$ cat src/rtl/rv32i_pkg.sv
// Shared RV32I encodings for the memory stage: load/store funct3 codes,
// result-select values and the data-memory handshake state.
package rv32i_pkg;

  localparam logic [2:0] F3_B  = 3'b000;
  localparam logic [2:0] F3_H  = 3'b001;
  localparam logic [2:0] F3_W  = 3'b010;
  localparam logic [2:0] F3_BU = 3'b100;
  localparam logic [2:0] F3_HU = 3'b101;

  typedef enum logic [1:0] {
    RES_ALU = 2'd0,
    RES_MEM = 2'd1,
    RES_PC4 = 2'd2
  } resultSrc_e;

  typedef enum logic {
    IDLE = 1'b0,
    WAIT = 1'b1
  } memState_e;

  // Byte lanes touched by an access of the given size starting at byte offset off.
  function automatic logic [3:0] laneMask(input logic [2:0] f3, input logic [1:0] off);
    logic [3:0] m;
    case (f3[1:0])
      2'b00:   m = 4'b0001 << off;
      2'b01:   m = 4'b0011 << off;
      default: m = 4'b1111;
    endcase
    return m;
  endfunction

endpackage

$ cat src/rtl/memory_cycle_if.sv
// Data-memory request/response bus; master is the memory stage, slave the memory.
interface memory_cycle_if #(
  parameter int ADDR_W = 32
);
  logic              dmem_req;
  logic              dmem_we;
  logic [ADDR_W-1:0] dmem_addr;
  logic [3:0]        dmem_be;
  logic [31:0]       dmem_wdata;
  logic [31:0]       dmem_rdata;
  logic              dmem_ready;

  modport master (
    output dmem_req, dmem_we, dmem_addr, dmem_be, dmem_wdata,
    input  dmem_rdata, dmem_ready
  );

  modport slave (
    input  dmem_req, dmem_we, dmem_addr, dmem_be, dmem_wdata,
    output dmem_rdata, dmem_ready
  );
endinterface

$ cat src/rtl/load_store_align.sv
// Combinational lane steering: legality check, byte enables, store replication
// and load lane extraction with sign/zero extension.
module load_store_align
  import rv32i_pkg::*;
(
  input  logic        isStore,
  input  logic [2:0]  funct3,
  input  logic [1:0]  off,
  input  logic [31:0] storeData,
  input  logic [31:0] readWord,
  output logic        legal,
  output logic [3:0]  byteEn,
  output logic [31:0] laneData,
  output logic [31:0] loadData
);

  logic [31:0] shifted_s;

  // Unsigned variants exist only for loads; sizes must sit on their natural boundary.
  always_comb begin
    legal = 1'b0;
    case (funct3)
      F3_B:    legal = 1'b1;
      F3_H:    legal = ~off[0];
      F3_W:    legal = (off == 2'b00);
      F3_BU:   legal = ~isStore;
      F3_HU:   legal = ~isStore & ~off[0];
      default: legal = 1'b0;
    endcase
  end

  // Byte enables and replicated store data.
  always_comb begin
    byteEn   = legal ? laneMask(funct3, off) : 4'b0000;
    laneData = storeData;
    case (funct3[1:0])
      2'b00:   laneData = {4{storeData[7:0]}};
      2'b01:   laneData = {2{storeData[15:0]}};
      default: laneData = storeData;
    endcase
  end

  // Bring the addressed lane down to bit 0, then extend.
  always_comb begin
    shifted_s = readWord >> {off, 3'b000};
    loadData  = 32'h0000_0000;
    case (funct3)
      F3_B:    loadData = {{24{shifted_s[7]}}, shifted_s[7:0]};
      F3_H:    loadData = {{16{shifted_s[15]}}, shifted_s[15:0]};
      F3_BU:   loadData = {24'h00_0000, shifted_s[7:0]};
      F3_HU:   loadData = {16'h0000, shifted_s[15:0]};
      F3_W:    loadData = readWord;
      default: loadData = 32'h0000_0000;
    endcase
  end

endmodule

$ cat src/rtl/memory_cycle.sv
// RV32I memory stage: issues data-memory accesses, stalls until the memory
// answers, and registers the MEM/WB pipeline outputs.
module memory_cycle
  import rv32i_pkg::*;
#(
  parameter int ADDR_W = 32
) (
  input  logic          clk,
  input  logic          rst,
  input  logic          RegWriteM,
  input  logic          MemWriteM,
  input  logic [1:0]    ResultSrcM,
  input  logic [2:0]    funct3M,
  input  logic [4:0]    RdM,
  input  logic [31:0]   ALUResultM,
  input  logic [31:0]   WriteDataM,
  input  logic [31:0]   PCPlus4M,
  memory_cycle_if.master dmem,
  output logic          RegWriteW,
  output logic [1:0]    ResultSrcW,
  output logic [4:0]    RdW,
  output logic [31:0]   ALUResultW,
  output logic [31:0]   ReadDataW,
  output logic [31:0]   PCPlus4W,
  output logic          StallM,
  output logic          MisalignM
);

  memState_e   state_r;
  logic        isLoad_s;
  logic        memOp_s;
  logic        legal_s;
  logic        req_s;
  logic [3:0]  be_s;
  logic [31:0] laneData_s;
  logic [31:0] loadData_s;

  assign isLoad_s = ~MemWriteM & (ResultSrcM == RES_MEM);
  assign memOp_s  = MemWriteM | (ResultSrcM == RES_MEM);
  assign req_s    = memOp_s & legal_s;

  load_store_align u_align (
    .isStore   (MemWriteM),
    .funct3    (funct3M),
    .off       (ALUResultM[1:0]),
    .storeData (WriteDataM),
    .readWord  (dmem.dmem_rdata),
    .legal     (legal_s),
    .byteEn    (be_s),
    .laneData  (laneData_s),
    .loadData  (loadData_s)
  );

  // The EX/MEM inputs are frozen by StallM, so the bus holds steady while waiting.
  assign dmem.dmem_req   = req_s;
  assign dmem.dmem_we    = MemWriteM;
  assign dmem.dmem_addr  = {ALUResultM[ADDR_W-1:2], 2'b00};
  assign dmem.dmem_be    = be_s;
  assign dmem.dmem_wdata = laneData_s;
  assign StallM          = req_s & ~dmem.dmem_ready;

  // Handshake tracking: WAIT while an issued access has not been acknowledged.
  always_ff @(posedge clk) begin
    if (rst) begin
      state_r <= IDLE;
    end else begin
      case (state_r)
        IDLE: begin
          if (req_s && !dmem.dmem_ready) state_r <= WAIT;
          else                           state_r <= IDLE;
        end
        WAIT: begin
          if (dmem.dmem_ready) state_r <= IDLE;
          else                 state_r <= WAIT;
        end
        default: state_r <= IDLE;
      endcase
    end
  end

  // MEM/WB register: a stall loads a bubble; a rejected access never writes back.
  always_ff @(posedge clk) begin
    if (rst || StallM) begin
      RegWriteW  <= 1'b0;
      ResultSrcW <= 2'b00;
      RdW        <= 5'd0;
      ALUResultW <= 32'h0000_0000;
      ReadDataW  <= 32'h0000_0000;
      PCPlus4W   <= 32'h0000_0000;
      MisalignM  <= 1'b0;
    end else begin
      RegWriteW  <= RegWriteM & ~(memOp_s & ~legal_s);
      ResultSrcW <= ResultSrcM;
      RdW        <= RdM;
      ALUResultW <= ALUResultM;
      ReadDataW  <= (isLoad_s & legal_s) ? loadData_s : 32'h0000_0000;
      PCPlus4W   <= PCPlus4M;
      MisalignM  <= memOp_s & ~legal_s;
    end
  end

endmodule
$ cat src/flat_wrapper.sv
// flat-port wrapper written by rule: the top's interface ports become plain ports
module memory_cycle_flat import rv32i_pkg::*;
#(
  parameter int ADDR_W = 32
)
  (clk, rst, RegWriteM, MemWriteM, ResultSrcM, funct3M, RdM, ALUResultM, WriteDataM, PCPlus4M, RegWriteW, ResultSrcW, RdW, ALUResultW, ReadDataW, PCPlus4W, StallM, MisalignM, dmem_dmem_req, dmem_dmem_we, dmem_dmem_addr, dmem_dmem_be, dmem_dmem_wdata, dmem_dmem_rdata, dmem_dmem_ready);
  memory_cycle_if #(.ADDR_W(ADDR_W)) dmem_i ();
  input  logic clk;
  input  logic rst;
  input  logic RegWriteM;
  input  logic MemWriteM;
  input  logic [1:0] ResultSrcM;
  input  logic [2:0] funct3M;
  input  logic [4:0] RdM;
  input  logic [31:0] ALUResultM;
  input  logic [31:0] WriteDataM;
  input  logic [31:0] PCPlus4M;
  output logic RegWriteW;
  output logic [1:0] ResultSrcW;
  output logic [4:0] RdW;
  output logic [31:0] ALUResultW;
  output logic [31:0] ReadDataW;
  output logic [31:0] PCPlus4W;
  output logic StallM;
  output logic MisalignM;
  output wire logic [$bits(dmem_i.dmem_req)-1:0] dmem_dmem_req;
  output wire logic [$bits(dmem_i.dmem_we)-1:0] dmem_dmem_we;
  output wire logic [$bits(dmem_i.dmem_addr)-1:0] dmem_dmem_addr;
  output wire logic [$bits(dmem_i.dmem_be)-1:0] dmem_dmem_be;
  output wire logic [$bits(dmem_i.dmem_wdata)-1:0] dmem_dmem_wdata;
  input wire logic [$bits(dmem_i.dmem_rdata)-1:0] dmem_dmem_rdata;
  input wire logic [$bits(dmem_i.dmem_ready)-1:0] dmem_dmem_ready;
  assign dmem_dmem_req = dmem_i.dmem_req;
  assign dmem_dmem_we = dmem_i.dmem_we;
  assign dmem_dmem_addr = dmem_i.dmem_addr;
  assign dmem_dmem_be = dmem_i.dmem_be;
  assign dmem_dmem_wdata = dmem_i.dmem_wdata;
  assign dmem_i.dmem_rdata = dmem_dmem_rdata;
  assign dmem_i.dmem_ready = dmem_dmem_ready;
  memory_cycle #(.ADDR_W(ADDR_W)) u_core (.clk(clk), .rst(rst), .RegWriteM(RegWriteM), .MemWriteM(MemWriteM), .ResultSrcM(ResultSrcM), .funct3M(funct3M), .RdM(RdM), .ALUResultM(ALUResultM), .WriteDataM(WriteDataM), .PCPlus4M(PCPlus4M), .dmem(dmem_i), .RegWriteW(RegWriteW), .ResultSrcW(ResultSrcW), .RdW(RdW), .ALUResultW(ALUResultW), .ReadDataW(ReadDataW), .PCPlus4W(PCPlus4W), .StallM(StallM), .MisalignM(MisalignM));
endmodule
$ cat config.mk
export PLATFORM = sky130hd
export DESIGN_NAME = memory_cycle_flat
export DESIGN_NICKNAME = d
export VERILOG_FILES = /design/src/rtl/rv32i_pkg.sv /design/src/rtl/memory_cycle_if.sv /design/src/rtl/load_store_align.sv /design/src/rtl/memory_cycle.sv /design/src/flat_wrapper.sv
export SDC_FILE = /design/constraint.sdc
export NUM_CORES = 1
export LEC_CHECK = 0
export ABC_AREA = 1
export CAP_MARGIN = 0
export CELL_PAD_IN_SITES_DETAIL_PLACEMENT = 1
export CELL_PAD_IN_SITES_GLOBAL_PLACEMENT = 1
export CORE_MARGIN = 5
export CORE_UTILIZATION = 23
export DETAILED_ROUTE_END_ITERATION = 8
export GPL_TIMING_DRIVEN = 0
export PLACE_DENSITY_LB_ADDON = 0.1
export SKIP_LAST_GASP = 1
export SYNTH_ARGS = -nofsm -noshare
export SYNTH_HDL_FRONTEND = slang
export SYNTH_SLANG_ARGS = --single-unit
$ cat constraint.sdc
create_clock -name clk -period 1.4 [get_ports clk]
set_input_delay 0.14 -clock clk [delete_from_list [all_inputs] [get_ports clk]]
set_output_delay 0.14 -clock clk [all_outputs]
set_load 0.005 [all_outputs]
==> impl_metrics.yaml, run 1 <==
layout:
  nNetsFinal: 1112
  layout-drive-gt1-share: 0.122
  regArea_um2: 2100
  area_growth_pct: 89.7
  final_cells: 1239
  fillers: 2406
  n_antenna_cell: 0
  multi_input_area_um2: 1520
floorplan:
  initial_utilization: 0.231
  fp.dieH_um: 149
  core_area_um2: 19300
  pin_count: 319
  dieArea_um2: 22300
  die_x_um: 149
  num_rows: 51
clock_tree:
  cts_buffers: 9
  cts_hold_buf: 0
  cts-root-buf: "clkbuf_16"
  htree_levels: 3
  cts.reportedPaths.clkPinSlew_ns: 0.08
  ctsLongestPathBuffers: 2
  cts_tree: "yes"
  cts.sinks: 105
yosys:
  ys_ff_latch: 105
  syn_area_um2: 4470
  synth_warnings: 0
  yosysUniqueCellTypes: 23
  syn_inst: 634
  yosysSeqAreaShare: 0.470
  syn_area_per_cell_um2: 7.06
run_status:
  status: "complete, no violations"
pwr:
  switchingPower_mw: 1.90
  seqPwrFrac: 0.413
  power_leakage_nw: 4.19
  pwr-share-comb: 0.219
  power_density_nw_per_um2: 898
  switching_share: 0.250
  max-vdd-ir-drop_uv: 588
  clkPwrFrac: 0.368
  power_mw: 7.62
  p_int_mw: 5.72
grt:
  grt_usage: 0.169
  grt_pass1_vias: 5174
  grt_first_pass_wirelength_mm: 28.9
  antenna_found_initial: 1
  grt_remaining_overflow: 0
  grt_max_degree: 19
sta:
  timing.setup.tns_ns: 0
  fmax_ghz: 0.722
  layout_setup_ws_ns: 0.0146
  rsz0062_at_grt: "true"
  hold_viol_final: 0
  fin_crit_sh: 0.990
  hold_slack_ns: 0.0568
  fin_crit_ns: 1.39
  setup_violations: 0
  slew_violations: 0
route:
  drt-total-wl_mm: 19.3
  drt_first_pass_iters: 4
  detail_route.wl_per_cell_um: 15.6
  avgViaCountPerCell: 3.95
  antenna_left: 0
  drt_iter0_drc: 109
  drc: 0
  num_vias: 4899
critical_path:
  end_kind: "output port"
  worstPathCellList: "buf_2, clkinv_4, nand2_8, inv_4, buf_6, nor2_2, o21ai_1, nand2_1, inv_1, dlygate4sd2_1"
  slowest_stage: "dlygate4sd2_1"
  max_stage_delay_ns: 0.27
  cp.required_ns: 1.26
  cp_max_fo: 10
  crit_path_start_kind: "primary input"
  critical_path_class: "in -> out"
  arrival_ns: 1.25
hold_path:
  whs_path_depth: 3
  min-delay-start: "ALUResultM[20]"
  min_to: "u_core.ALUResultW[20]"
  hold_class: "in -> reg"
flow_run:
  cap_violations: 0
placement:
  post-place-ws_ns: -1.16
  hpwl_mm: 15.9
  gp_congestion: 0.770
  dp_cells: 1215
  portBuffers: 315
[area by class of cell]
class | count | share of cell area
plain buffers | 67 | 0.0672
flip-flops and latches | 105 | 0.248
well taps | 265 | 0.0391
clock buffers | 10 | 0.0270
inverters | 115 | 0.0518
clock inverters | 6 | 0.0115
multi-input cells | 348 | 0.179
repair buffers | 323 | 0.377
[cells in the mapped netlist, drive strengths merged]
cell    number  area (µm²)
nor2       143         542
nand2      128         493
inv        115         432
dfxtp      105        2100
buf         61         468
nand3       29         163
o21ai       26         130
a21oi       11        55.1
clkbuf       6        22.5
o211ai       4        30.0
a21boi       2        15.0
a22oi        1        7.51
conb         1        3.75
nand4        1        6.26
nor3         1        5.00
[power by group through the flow]
stage / clock, mW / combinational (mW) / sequential [mW]
CTS: 2.93 / 1.71 / 3.15
global placement: 0 / 1.68 / 3.22
detailed placement: 0 / 1.69 / 3.22
finish: 2.81 / 1.67 / 3.15
floorplan: 0 / 0.537 / 3.24
global route: 3.08 / 1.83 / 3.16
[cell families (layout without fill, tap and decap cells)]
logic type / Yosys count / count (layout) / share of synthesized area
flip-flops: 105 / 105 / 0.470
buffers and inverters: 182 / 521 / 0.206
AND/OR/NAND/NOR: 302 / 302 / 0.270
AO/OA/AOI/OAI: 44 / 44 / 0.0531
other: 1 / 2 / 0.000838
[worst max-delay path: cells and delay by family]
kind / cells / cell delay (ns)
AOI/OAI and AO/OA: 1 / 0.08
buffers and inverters: 6 / 0.73
and+or+nand+nor: 3 / 0.28
[metrics by stage]
step           cell area (µm²)  utilization
5_1_grt                   8490        0.439
3_3_place_gp              7960        0.412
3_5_place_dp              7960        0.412
2_1_floorplan             4480            -
6_report                  8490        0.439
4_1_cts                   8420        0.435
[worst max-delay path by stage]
stage / from / end / slack (ns) / cells past startpoint
6_report: funct3M[1] / dmem_dmem_be[3] / 0.01 / 10
5_1_grt: funct3M[1] / dmem_dmem_be[3] / -0.08 / 10
4_1_cts: funct3M[1] / dmem_dmem_be[3] / -0.11 / 10
3_5_place_dp: funct3M[1] / dmem_dmem_be[1] / -1.16 / 10
3_3_place_gp: funct3M[1] / dmem_dmem_be[3] / -1.15 / 10
2_1_floorplan: ALUResultM[0] / u_core.ReadDataW[7] / 0.25 / 8
[flip-flops by register name, summed over array words and instances, names as in the netlist]
| register | flops |
|---|---|
| u_core.ReadDataW | 32 |
| u_core.PCPlus4W | 32 |
| u_core.ResultSrcW | 2 |
| u_core.RdW | 5 |
| u_core.MisalignM | 1 |
| u_core.ALUResultW | 32 |
| u_core.RegWriteW | 1 |
[cell usage in the layout, fill, tap and decap left out, types with 2 or more instances in the layout]
cell,n
a21boi_0,2
a21oi_1,11
buf_2,10
buf_4,52
buf_6,9
bufinv_16,2
clkbuf_1,2
clkbuf_16,11
clkbuf_2,2
clkbuf_4,2
clkbuf_8,2
clkdlybuf4s15_2,2
clkdlybuf4s50_1,259
clkinv_4,2
conb_1,2
dfxtp_1,105
dlygate4sd2_1,29
dlymetal6s2s_1,19
inv_1,107
inv_2,6
inv_6,2
nand2_1,124
nand2_4,2
nand3_1,27
nor2_1,137
nor2_2,3
nor2_4,3
o211ai_1,4
o21ai_0,22
o21ai_1,3
[routing by layer]
layer  global-route usage  wire length, µm  up-vias
li1                     -                -     2490
met1                0.191             7340     2193
met2                0.299             9510      199
met3               0.0730             2260       15
met4               0.0357              202        2
met5                    0               13        -
[repair_timing]
item | in CTS | in global routing
pin swaps | 3 | 3
buffers inserted | 6 | 2
resized for setup | 91 | 35
endpoints found under the setup margin | 143 | 32
Note: power is estimated with default switching activity, not from simulation.
==> run 2, diff against run 1 <==
--- a/config.mk
+++ b/config.mk
@@ -10,11 +10,13 @@
 export CELL_PAD_IN_SITES_DETAIL_PLACEMENT = 1
 export CELL_PAD_IN_SITES_GLOBAL_PLACEMENT = 1
 export CORE_MARGIN = 5
-export CORE_UTILIZATION = 23
+export CORE_UTILIZATION = 24
 export DETAILED_ROUTE_END_ITERATION = 8
 export GPL_TIMING_DRIVEN = 0
 export PLACE_DENSITY_LB_ADDON = 0.1
+export RECOVER_POWER = 100
 export SKIP_LAST_GASP = 1
 export SYNTH_ARGS = -nofsm -noshare
 export SYNTH_HDL_FRONTEND = slang
+export SYNTH_HIERARCHICAL = 1
 export SYNTH_SLANG_ARGS = --single-unit
==> run 2 against run 1 <==
Compared with the run above:
- the run now ends with setup timing left
- critical path type unchanged
- combinational power is 6% higher
- die area rose by 4.6%
- fmax down 6.5%
- sequential share of layout area shrank 1.1 points
- final area up 4.7%
- routed wire length increased by 3.3%
==> impl_metrics.yaml, run 2 <==
pwr:
  power_leakage_nw: 4.28
  pwr-share-comb: 0.237
  switchingPower_mw: 2.04
  p_int_mw: 5.44
  clkPwrFrac: 0.343
  switching_share: 0.272
  seqPwrFrac: 0.420
  power_mw: 7.48
  power_density_nw_per_um2: 842
  max-vdd-ir-drop_uv: 484
hold_path:
  min-delay-start: "ALUResultM[26]"
  whs_path_depth: 3
  hold_class: "in -> reg"
grt:
  grt_first_pass_wirelength_mm: 30.4
  grt_usage: 0.166
  grt_max_degree: 22
  antenna_found_initial: 1
  grt_pass1_vias: 5337
  grt_remaining_overflow: 0
route:
  num_vias: 5146
  drc: 0
  avgViaCountPerCell: 4.04
  drt_first_pass_iters: 4
  drt_iter0_drc: 117
  antenna_left: 0
  detail_route.wl_per_cell_um: 15.7
  drt-total-wl_mm: 20.0
clock_tree:
  cts.sinks: 105
  htree_levels: 3
  cts-root-buf: "clkbuf_16"
  cts.reportedPaths.clkPinSlew_ns: 0.08
  cts_buffers: 9
  ctsLongestPathBuffers: 2
  cts_tree: "yes"
  cts_hold_buf: 0
layout:
  area_growth_pct: 81.4
  nNetsFinal: 1140
  layout-drive-gt1-share: 0.200
  final_common_cell: "clkdlybuf4s50_1"
  reg_top3: "u_core/ALUResultW x32, u_core/PCPlus4W x32, u_core/ReadDataW x32"
  fin_util: 0.440
  layout_common_cells: "244 x clkdlybuf4s50_1, 128 x nand2_1, 117 x inv_1"
  fillers: 2411
critical_path:
  cp_max_fo: 3
  critical_path_class: "in -> out"
  cp.required_ns: 1.26
  arrival_ns: 1.34
  end_kind: "output port"
  crit_path_start_kind: "primary input"
  startpoint: "WriteDataM[3]"
yosys:
  synth-main-ff-cell: "dfxtp_1"
  ys_top_cells_by_area: "dfxtp_1 43%, nand2_1 9.9%, inv_1 9.0%, buf_4 6.4%, nor2_1 6.1%"
  synth_warnings: 6
  yosysUniqueCellTypes: 26
  syn_area_per_cell_um2: 7.53
  async_flop_share: 0
  syn_inst: 650
  yosys.area.top_type: "dfxtp_1"
  yosysTopAreaCellShare: 0.429
  ys_ff_latch: 105
  synth_most_common_cell: "nand2_1"
  synth_edf_count: 0
  yosysSeqAreaShare: 0.429
  syn_area_um2: 4900
  ys_top_cells_by_count: "129 x nand2_1, 118 x inv_1, 105 x dfxtp_1, 79 x nor2_1, 42 x buf_4"
placement:
  gp_congestion: 0.813
  hpwl_mm: 16.5
  portBuffers: 314
sta:
  layout_setup_ws_ns: -0.0825
  hold_viol_final: 0
  rsz0062_at_grt: "true"
  slew_violations: 0
  fmax_ghz: 0.675
  fin_crit_sh: 1.06
  setup_violations: 5
  fin_crit_ns: 1.48
floorplan:
  dieArea_um2: 23400
  fp.dieH_um: 153
  pin_count: 319
  initial_utilization: 0.243
  core_area_um2: 20200
  num_rows: 52
  die_x_um: 153
run_status:
  status: "finished with violations"
  failed_checks: "setup timing"
flow_run:
  cap_violations: 0
-- run 2: cell count changes in the layout (fill, tap and decap cells not counted), moves of 8 or more --
cell	previous run	this run
nor2_1	137	78
clkdlybuf4s25_1	0	13
buf_6	9	17
dlymetal6s2s_1	19	6
nor2_2	3	34
inv_1	107	117
clkbuf_4	2	16
dlygate4sd3_1	0	15
clkdlybuf4s50_1	259	244
nand3_2	1	23
-- run 2: worst paths after layout --
kind	to	slack [ns]
worst max-delay path	dmem_dmem_wdata[27]	-0.08
worst min-delay path	u_core/ALUResultW[26]	0.05
-- run 2: cell families (layout without fill, tap and decap cells) --
logic type | after synthesis | count (layout) | synth area share
DFF | 105 | 105 | 0.429
and+or+nand+nor | 315 | 315 | 0.320
AOI/OAI and AO/OA | 36 | 36 | 0.0419
buffers and inverters | 193 | 544 | 0.208
other | 1 | 3 | 0.000766
-- run 2: repair_timing --
item / in CTS / in global routing
endpoints found under the setup margin: 147 / 34
hold endpoints to repair: 0 / 0
pin swaps: 5 / 1
setup buffers: 20 / 1
gates resized for setup: 81 / 28
cloned: 1 / 0
-- run 2: power groups by stage --
| stage | combinational (mW) | clock [mW] | sequential (mW) |
|---|---|---|---|
| 3_3_place_gp | 1.77 | 0 | 3.21 |
| 6_report | 1.77 | 2.56 | 3.14 |
| 4_1_cts | 1.84 | 2.70 | 3.15 |
| 2_1_floorplan | 0.637 | 0 | 3.23 |
| 3_5_place_dp | 1.78 | 0 | 3.22 |
| 5_1_grt | 1.95 | 2.80 | 3.16 |
-- run 2: layer usage --
| layer | GRT usage | vias up | share of wire | routed length, µm |
|---|---|---|---|---|
| met5 | 0 | - | 0 | 0 |
| met4 | 0.0624 | 0 | 0.030 | 598 |
| met3 | 0.0588 | 30 | 0.089 | 1780 |
| met2 | 0.296 | 218 | 0.49 | 9860 |
| met1 | 0.183 | 2330 | 0.39 | 7740 |
| li1 | - | 2568 | - | - |
-- run 2: stage by stage --
stage          hold slack [ns]  setup WS (ns)  TNS (ns)  instances  instance area [µm²]
2_1_floorplan            0.212         0.0344         0        651                 4910
3_3_place_gp             0.665          -1.02    -98.33       1235                 8390
3_5_place_dp             0.671          -1.01    -98.38       1235                 8390
4_1_cts                 0.0381         -0.137     -1.08       1271                 8890
5_1_grt                 0.0462         -0.153     -3.46       1273                 8880
6_report                0.0497        -0.0825    -0.183       1273                 8880
-- run 2: cell type report --
cell class	count	area, µm²	area share
inverters	122	463	0.0521
well taps	270	338	0.0380
clock inverters	7	75.1	0.00845
multi-input cells	353	1790	0.201
flip-flops and latches	105	2100	0.237
plain buffers	70	591	0.0665
clock buffers	9	225	0.0254
repair buffers	336	3300	0.371
diodes	1	2.50	0.000282
-- run 2: worst max-delay path, cell delays in order --
cell and delay [ns]:
clkdlybuf4s50_1 0.49, nand2_1 0.08, o211ai_1 0.10, clkdlybuf4s50_1 0.53
